--- src/rtl/nios_system_cpu_div_cell_pkg.sv ---
// Shared definitions for the Nios II M-stage divider cell: FSM states,
// default operand width and the divide-by-zero quotient constant.
package nios_system_CPU_div_pkg;

  localparam int DIV_WIDTH = 32;

  // Wide enough for any supported WIDTH; the cell slices it down.
  localparam logic [63:0] DIV_ZERO_QUOT = '1;

  typedef enum logic [2:0] {
    IDLE,
    PREP,
    RUN,
    FIXUP,
    DONE
  } div_state_t;

endpackage

--- src/rtl/nios_system_cpu_div_cell_step.sv ---
// One radix-2 restoring division step: shift in the next dividend bit and
// subtract the divisor if the shifted remainder is large enough.
module nios_system_CPU_div_step
  #(parameter int WIDTH = 32)
  (
    input  logic [WIDTH-1:0] rem,
    input  logic             dvd_msb,
    input  logic [WIDTH-1:0] divisor,
    output logic [WIDTH-1:0] new_rem,
    output logic             q_bit
  );

  logic [WIDTH:0] trial;

  // The running remainder stays below the divisor, so the shifted value
  // fits in WIDTH+1 bits and the top bit of the difference is its sign.
  assign trial   = {rem, dvd_msb} - {1'b0, divisor};
  assign q_bit   = ~trial[WIDTH];
  assign new_rem = q_bit ? trial[WIDTH-1:0] : {rem[WIDTH-2:0], dvd_msb};

endmodule

--- src/rtl/nios_system_cpu_div_cell.sv ---
// Multi-cycle signed/unsigned restoring divider for the Nios II M-stage.
// One quotient bit per clock; results and flags are fully registered.
module nios_system_cpu_div_cell
  import nios_system_CPU_div_pkg::*;
  #(parameter int WIDTH = DIV_WIDTH)
  (
    input  logic             clk,
    input  logic             reset,
    input  logic             M_div_start,
    input  logic             M_div_signed,
    input  logic [WIDTH-1:0] M_div_src1,
    input  logic [WIDTH-1:0] M_div_src2,
    output logic             M_div_busy,
    output logic             M_div_done,
    output logic [WIDTH-1:0] M_div_cell_quotient,
    output logic [WIDTH-1:0] M_div_cell_remainder,
    output logic             M_div_by_zero
  );

  localparam int CNT_W = $clog2(WIDTH);
  localparam logic [WIDTH-1:0] ZERO_QUOT = DIV_ZERO_QUOT[WIDTH-1:0];
  localparam logic [CNT_W-1:0] CNT_LAST  = CNT_W'(WIDTH - 1);
  localparam logic [CNT_W-1:0] CNT_ONE   = CNT_W'(1);

  div_state_t       state;
  logic             op_signed;
  logic [WIDTH-1:0] src1;
  logic [WIDTH-1:0] src2;
  logic [WIDTH-1:0] dvd;
  logic [WIDTH-1:0] rem;
  logic [WIDTH-1:0] divisor;
  logic             q_neg;
  logic             r_neg;
  logic [CNT_W-1:0] cnt;
  logic [WIDTH-1:0] step_rem;
  logic             step_q_bit;

  // Two's-complement negate when requested; MIN wraps to itself, which
  // gives the architecturally expected MIN / -1 result.
  function automatic logic [WIDTH-1:0] apply_sign(input logic [WIDTH-1:0] v,
                                                  input logic             neg);
    return neg ? ({WIDTH{1'b0}} - v) : v;
  endfunction

  nios_system_CPU_div_step #(.WIDTH(WIDTH)) u_step (
    .rem     (rem),
    .dvd_msb (dvd[WIDTH-1]),
    .divisor (divisor),
    .new_rem (step_rem),
    .q_bit   (step_q_bit)
  );

  always_ff @(posedge clk or posedge reset) begin
    if (reset) begin
      state                <= IDLE;
      op_signed            <= 1'b0;
      src1                 <= '0;
      src2                 <= '0;
      dvd                  <= '0;
      rem                  <= '0;
      divisor              <= '0;
      q_neg                <= 1'b0;
      r_neg                <= 1'b0;
      cnt                  <= '0;
      M_div_busy           <= 1'b0;
      M_div_done           <= 1'b0;
      M_div_cell_quotient  <= '0;
      M_div_cell_remainder <= '0;
      M_div_by_zero        <= 1'b0;
    end else begin
      case (state)
        IDLE: begin
          M_div_done <= 1'b0;
          if (M_div_start) begin
            src1       <= M_div_src1;
            src2       <= M_div_src2;
            op_signed  <= M_div_signed;
            M_div_busy <= 1'b1;
            state      <= PREP;
          end
        end
        // Convert to magnitudes and remember the result signs.
        PREP: begin
          dvd     <= apply_sign(src1, op_signed & src1[WIDTH-1]);
          divisor <= apply_sign(src2, op_signed & src2[WIDTH-1]);
          q_neg   <= op_signed & (src1[WIDTH-1] ^ src2[WIDTH-1]);
          r_neg   <= op_signed & src1[WIDTH-1];
          rem     <= '0;
          cnt     <= CNT_LAST;
          state   <= RUN;
        end
        // Quotient bits accumulate in the dividend register as it drains.
        RUN: begin
          rem <= step_rem;
          dvd <= {dvd[WIDTH-2:0], step_q_bit};
          if (cnt == '0) begin
            state <= FIXUP;
          end else begin
            cnt <= cnt - CNT_ONE;
          end
        end
        FIXUP: begin
          if (src2 == '0) begin
            M_div_cell_quotient  <= ZERO_QUOT;
            M_div_cell_remainder <= src1;
            M_div_by_zero        <= 1'b1;
          end else begin
            M_div_cell_quotient  <= apply_sign(dvd, q_neg);
            M_div_cell_remainder <= apply_sign(rem, r_neg);
            M_div_by_zero        <= 1'b0;
          end
          M_div_done <= 1'b1;
          state      <= DONE;
        end
        DONE: begin
          M_div_done <= 1'b0;
          M_div_busy <= 1'b0;
          state      <= IDLE;
        end
        default: begin
          state <= IDLE;
        end
      endcase
    end
  end

endmodule

--- config.mk ---
export PLATFORM = sky130hd
export DESIGN_NAME = nios_system_cpu_div_cell
export DESIGN_NICKNAME = d
export VERILOG_FILES = /design/src/rtl/nios_system_cpu_div_cell_pkg.sv /design/src/rtl/nios_system_cpu_div_cell_step.sv /design/src/rtl/nios_system_cpu_div_cell.sv
export SDC_FILE = /design/constraint.sdc
export NUM_CORES = 1
export LEC_CHECK = 0
export CAP_MARGIN = 10
export CORE_ASPECT_RATIO = 0.5
export CORE_MARGIN = 8
export CORE_UTILIZATION = 28
export DETAILED_ROUTE_END_ITERATION = 16
export SETUP_SLACK_MARGIN = 0.1
export SLEW_MARGIN = 20
export SYNTH_ARGS = -nofsm -noshare
export SYNTH_HDL_FRONTEND = slang
export SYNTH_SLANG_ARGS = --single-unit
--- constraint.sdc ---
create_clock -name clk -period 9.5 [get_ports clk]
set_input_delay 2.375 -clock clk [delete_from_list [all_inputs] [get_ports clk]]
set_output_delay 2.375 -clock clk [all_outputs]
set_load 0.01 [all_outputs]
==> results of run 1 <==
-- cells in the mapped netlist, types with 6 or more instances --
library cell  count
a21o_1           11
a21oi_1         106
a22oi_1          30
a31oi_1          25
and2_1            7
and3_1           13
buf_2            10
clkbuf_1         61
dfrtp_1         238
ha_1             38
inv_1            57
mux2_2           58
mux2i_1          21
nand2_1         175
nand2b_1          7
nand3_1          15
nor2_1          121
nor2b_1          13
nor3_1           17
nor4_1           12
o21a_1            9
o21ai_0         189
o21bai_1          6
o31ai_1          20
o41ai_1          12
or3_1             9
or4_1             8
xnor2_1          67
xor2_1           79
-- power groups by stage --
stage | logic, mW | registers (mW) | clock network [mW]
global route | 2.91 | 2.02 | 1.07
detailed placement | 2.59 | 1.96 | 0
CTS | 2.60 | 1.95 | 1.03
floorplan | 1.89 | 1.83 | 0
finish | 2.57 | 1.95 | 1.00
global placement | 2.57 | 1.95 | 0
-- routing by layer --
| layer | vias to the layer above | wire length (um) |
|---|---|---|
| met1 | 5064 | 15900 |
| met4 | 6 | 1250 |
| met2 | 146 | 17600 |
| met5 | - | 37 |
| met3 | 71 | 1160 |
| li1 | 5475 | - |
-- how the worst max path moves through the flow --
stage	endpoint	slack (ns)	start	cells past startpoint
floorplan	M_div_busy	0.59	reset	1
global placement	src2[29]	5.01	reset	3
detailed placement	src2[26]	5.03	reset	3
CTS	M_div_cell_remainder[14]	5.55	M_div_cell_remainder[14]	1
global route	M_div_cell_quotient[28]	5.36	src2[2]	8
finish	M_div_cell_remainder[15]	5.59	M_div_cell_remainder[15]	1
-- cell families after synthesis --
kind of cell | after synthesis
xor gates and xnor gates | 146
and+or+nand+nor | 423
muxes | 79
DFF | 238
AOI/OAI and AO/OA | 441
buffers and inverters | 130
adders and majority gates | 39
-- state kept, by name, indices dropped and copies added (netlist names), 3 cells and up --
| register | cells |
|---|---|
| src1 | 32 |
| cnt | 5 |
| M_div_cell_quotient | 32 |
| src2 | 32 |
| M_div_cell_remainder | 32 |
| state | 3 |
| dvd | 32 |
| rem | 32 |
| divisor | 32 |
-- through the flow --
stage / setup slack [ns] / area, um2 / hold slack [ns] / std cells / util
6_report: 5.59 / 16400 / 0.474 / 2259 / 0.340
3_3_place_gp: 5.01 / 15600 / 0.461 / 2214 / 0.323
2_1_floorplan: 0.594 / 13600 / 0.450 / 1496 / -
5_1_grt: 5.36 / 16400 / 0.489 / 2259 / 0.340
3_5_place_dp: 5.03 / 15600 / 0.462 / 2214 / 0.323
4_1_cts: 5.55 / 16400 / 0.481 / 2259 / 0.340
-- area by class of cell --
type | instances | area [um2]
repair buffers | 142 | 1410
clock inverters | 6 | 63.8
flip-flops and latches | 238 | 5960
clock buffers | 39 | 771
multi-input cells | 1128 | 7210
well taps | 649 | 812
inverters | 57 | 221
fillers | 4989 | 31900
==> metrics.txt, run 1 <==
status finished, final reports clean; Reg2Reg Setup Slack 5.67 ns; post-synthesis net count 1603; IR Drop Worst-Case VDD roughly 0.16 mV; Setup CP Type flip-flop to primary output; clock share of power 0.181; cts bufs inserted 27; count of cell types in the netlist 62; final hold viol count 0; Vias 10800; Synth async-reset ratio 1.00; Leak between 6 and 7 nW; most common cell after layout, fill and taps aside dfrtp_1; Critical Path, Cell by Cell clkdlybuf4s50_1; drt pass-1 iters 5; EDFF count, synth 0; Die Area roughly 56000 um2; Reg clk slew, reported paths 0.06 ns; drt total wl ~36000 um; root buf cell clkbuf_16; buffer and inverter count on the worst path 1; internal cell power 3.21 mW; Post-CTS Resized 0; Die Wd between 300 and 400 um; Hold Path Class flip-flop to flip-flop; I/O Buffers 134; largest area contributor in the netlist dfrtp_1; site row count 57; Worst-Margin Slew ~1.1 ns; Sw Ratio 0.419; commonest non-fill, non-tap cells in the layout dfrtp_1, o21ai_0, nand2_1; Final setup viols 0; GRT Util Overall 0.125; DRT iter0 DRCs 703; synthesis-stage register bit count approximately 240; MaxCap Viol Count 0; setup bufs post-CTS 0; worst path required time 7.13 ns; fmax 256 MHz; crit path max fanout 2; H-tree levels 1; GR Layer Usage met1 0.157; Worst Hold Depth 2; core area 48400 um2; hold buffers post-CTS 0; main combinational cell family by area after synthesis compound AO/OA/AOI/OAI gates; nets@finish 1701; Worst Min Path Start M_div_cell_quotient[11]; Final ANT Viol Nets 0; Synth Area in Adders 0.0363; setup TNS 0 ns; met3 Track Usage GR 0.0179; hpwl dp between 20000 and 30000 um; relative slew slack 0.284; Synth Area in Simple Gates 0.142; slowest cell delay on critical path ~0.57 ns; Yosys warnings 0; CTS tree done; RSZ-0062 raised after global routing false; GPL Wtd Cong 0.835; R2R Path Start src2[2]; Synth Area in Compound Gates 0.191; vias in the first global route 10700; Worst setup EP type primary output; GRT busiest layer met2; diode count 0; largest net degree at the start of global routing 94; gr ovfl total 0; chip height 172 um; initial antenna violation count 3; M2 GR Usage 0.222; worst clock skew 0.0145 ns; clk sinks 238; P&R area growth vs syn 20.5%; Syn Area/Cell 9.12 um2; final period utilization 0.412; DRC viols 0; sequential-to-total area share from yosys stat 0.436; total power 5.52 mW; Worst R2R End M_div_cell_quotient[29]; WHS Endpoint M_div_cell_quotient[11]; Max clock buf depth 3; Comb pwr share 0.466; WL per Instance 15.9 um; initial core utilization 0.282; worst skew pair latency 0.55 ns; top_reg_cell synth dfrtp_1; first-pass GRT wire length 58400 um; Synth top area share 0.436; Mapped Cells 1496; crit path time final 3.91 ns; Post-Synth XOR/XNOR Area 0.0937; Pins Over Slew Limit 0; I/O pins 135; mux cell area share after synthesis 0.0633; Post-Syn Area 13600 um2; CP max-delay cell clkdlybuf4s50_1; synth top area cells dfrtp_1, o21ai_0, xor2_1, nand2_1, mux2_2; via-per-instance ratio 4.76; pwr dens ~340 nW/um2; sequential power share 0.353; Crit path max-delay family buffers and inverters; critical path launch point type flip-flop; FF-to-FF path depth 8; CP Data Arrival Time 1.54 ns; share of cells above drive strength 1 0.0807; P_sw 2.31 mW
(Power assumes the default switching activity.)
==> inputs of run 2 (changes only) <==
Clock period 9.5 ns to 3.6 ns, I/O delays scaled along.
==> run 2 against run 1 <==
  * Via count grew 3.2%
  * Critical endpoint is now rem[27]
  * Worst setup slack lost 5.3 ns
  * Combinational power grew to 2.8 times the previous value
  * First-iteration DRC count grew 26%
  * Highest routed layer unchanged
==> metrics.txt, run 2 (synthesis results as in run 1) <==
vias in the first global route 11000 (+3.3%); setup TNS 0 ns (unchanged); status finished, final reports clean; H-tree levels 1 (unchanged); drt total wl 37700 um (+5.1%); Post-DP Area 16000 um2 (+2.4%); hpwl dp 28500 um (+7.8%); R2R Path Start rem[8]; relative slew slack 0.357 (+0.0727); Final ANT Viol Nets 0 (unchanged); Worst Min Path Start M_div_cell_quotient[9]; initial core utilization 0.282 (unchanged); Die Wd 328 um (unchanged); Vias 11100 (+3.2%); pre-CTS WS 0.170 ns (-4.86 ns); Critical Path, Cell by Cell ha_1, a21o_1, a221oi_1, nand4b_1, o21a_1, a21oi_1, mux2_4, and2_1, a221o_1; Reg2Reg Setup Slack 0.31 ns (-5.36 ns); most common cell after layout, fill and taps aside dfrtp_1; Die Area 56500 um2 (unchanged); share of cells above drive strength 1 0.109 (+0.0280); CP Data Arrival Time 3.71 ns (+2.17 ns); diode count 0 (unchanged); pwr dens 892 nW/um2 (+170%); Leak 7.12 nW (+4.1%); final period utilization 0.914; chip height 172 um (unchanged); final core utilization 0.350 (+0.00957); CTS tree done; Layout fillers 4897 (-1.8%); DRT iter0 DRCs 884 (+26%); clk sinks 238 (unchanged); drt pass-1 iters 5 (unchanged); slowest cell delay on critical path 0.49 ns (-0.08 ns); Worst setup EP type flip-flop; core area 48400 um2 (unchanged); Final setup viols 0 (unchanged); sequential power share 0.338 (-0.015); commonest non-fill, non-tap cells in the layout dfrtp_1, o21ai_0, nand2_1; final hold viol count 0 (unchanged); site row count 57 (unchanged); crit path time final 3.29 ns; MaxCap Viol Count 0 (unchanged); I/O Buffers 134 (unchanged); hold slack 0.478 ns (+0.00374 ns); IR Drop Worst-Case VDD 0.385 mV (+150%); cts bufs inserted 27 (unchanged); Max clock buf depth 3 (unchanged); Worst R2R End rem[27]; hold buffers post-CTS 0 (unchanged); worst skew pair latency 0.54 ns (about the same); Final WS setup 0.311 ns (-5.28 ns); root buf cell clkbuf_16; RSZ-0062 raised after global routing false; gr ovfl total 0 (unchanged); CP startpoint rem[8]; Design Area, Final 16900 um2 (+2.8%); clock share of power 0.189 (+0.008); Sw Ratio 0.417 (-0.00108); FF-to-FF path depth 9 (+1); crit path max fanout 32 (+30); fmax slightly above 300 MHz; Pins Over Slew Limit 0 (unchanged); Reg clk slew, reported paths 0.06 ns (about the same); WL per Instance 16.4 um (+3.0%); largest net degree at the start of global routing 75 (-20%); setup bufs post-CTS 0 (unchanged); Worst-Margin Slew 0.963 ns (-0.111 ns); worst path required time 4.02 ns (-3.11 ns); via-per-instance ratio 4.82 (+1.2%); Post-CTS Resized 0 (unchanged); Worst Hold Depth 2 (unchanged); initial antenna violation count 2 (-1); Setup CP Type flip-flop to flip-flop; internal cell power 8.79 mW (+170%); worst clock skew 0.0158 ns (+0.00128 ns); P_sw 6.30 mW (+170%); Comb pwr share 0.474 (+0.008); WHS Endpoint M_div_cell_quotient[9]; critical path launch point type flip-flop; first-pass GRT wire length 61200 um (+4.7%); GPL Wtd Cong 0.890 (+6.5%); Hold Path Class flip-flop to flip-flop; CP max-delay cell mux2_4; nets@finish 1743 (+2.5%); P&R area growth vs syn 23.9%; DRC viols 0 (unchanged); I/O pins 135 (unchanged); GRT Util Overall 0.131 (+0.00613)
[run 2: worst max-delay path by stage]
stage                       endpoint  depth (start not counted)
final                        rem[27]                          9
after global routing         rem[27]                          9
after CTS                    rem[25]                          9
after detailed placement     rem[25]                          9
after global placement       rem[31]                         10
after floorplan           M_div_busy                          1
[run 2: cell type report]
cell class	instances	area, um2	share of cell area
Inverter	57	218	0.0129
Tap cell	649	812	0.0480
Timing Repair Buffer	184	1780	0.105
Clock inverter	10	131	0.00777
Clock buffer	38	787	0.0466
Multi-Input combinational cell	1128	7220	0.427
Sequential cell	238	5960	0.352
[run 2: worst max-delay path: cells and delay by family, from the launching register on]
kind / cells / cell delay (ns)
simple gates: 2 / 0.41
mux: 1 / 0.49
compound gates: 5 / 1.41
flops: 1 / 0.45
fa+ha+maj: 1 / 0.40
[run 2: power by group through the flow]
stage | clock (mW) | sequential (mW) | combinational, mW
2_1_floorplan | 0 | 4.83 | 5.00
3_3_place_gp | 0 | 5.11 | 7.12
3_5_place_dp | 0 | 5.13 | 7.20
4_1_cts | 2.91 | 5.09 | 7.23
5_1_grt | 3.03 | 5.29 | 8.01
6_report | 2.85 | 5.09 | 7.15
[run 2: per-stage QoR]
step | total power [mW] | instances
global route | 16.3 | 2304
global placement | 12.2 | 2256
floorplan | 9.83 | 1496
finish | 15.1 | 2304
detailed placement | 12.3 | 2256
CTS | 15.2 | 2304
[run 2: layer usage]
metal / up-vias / track usage / wire length [um]
met2: 192 / 0.230 / 18300
li1: 5551 / - / -
met5: - / 0 / 23
met3: 58 / 0.0154 / 1280
met1: 5300 / 0.171 / 17100
met4: 4 / 0.0381 / 1060
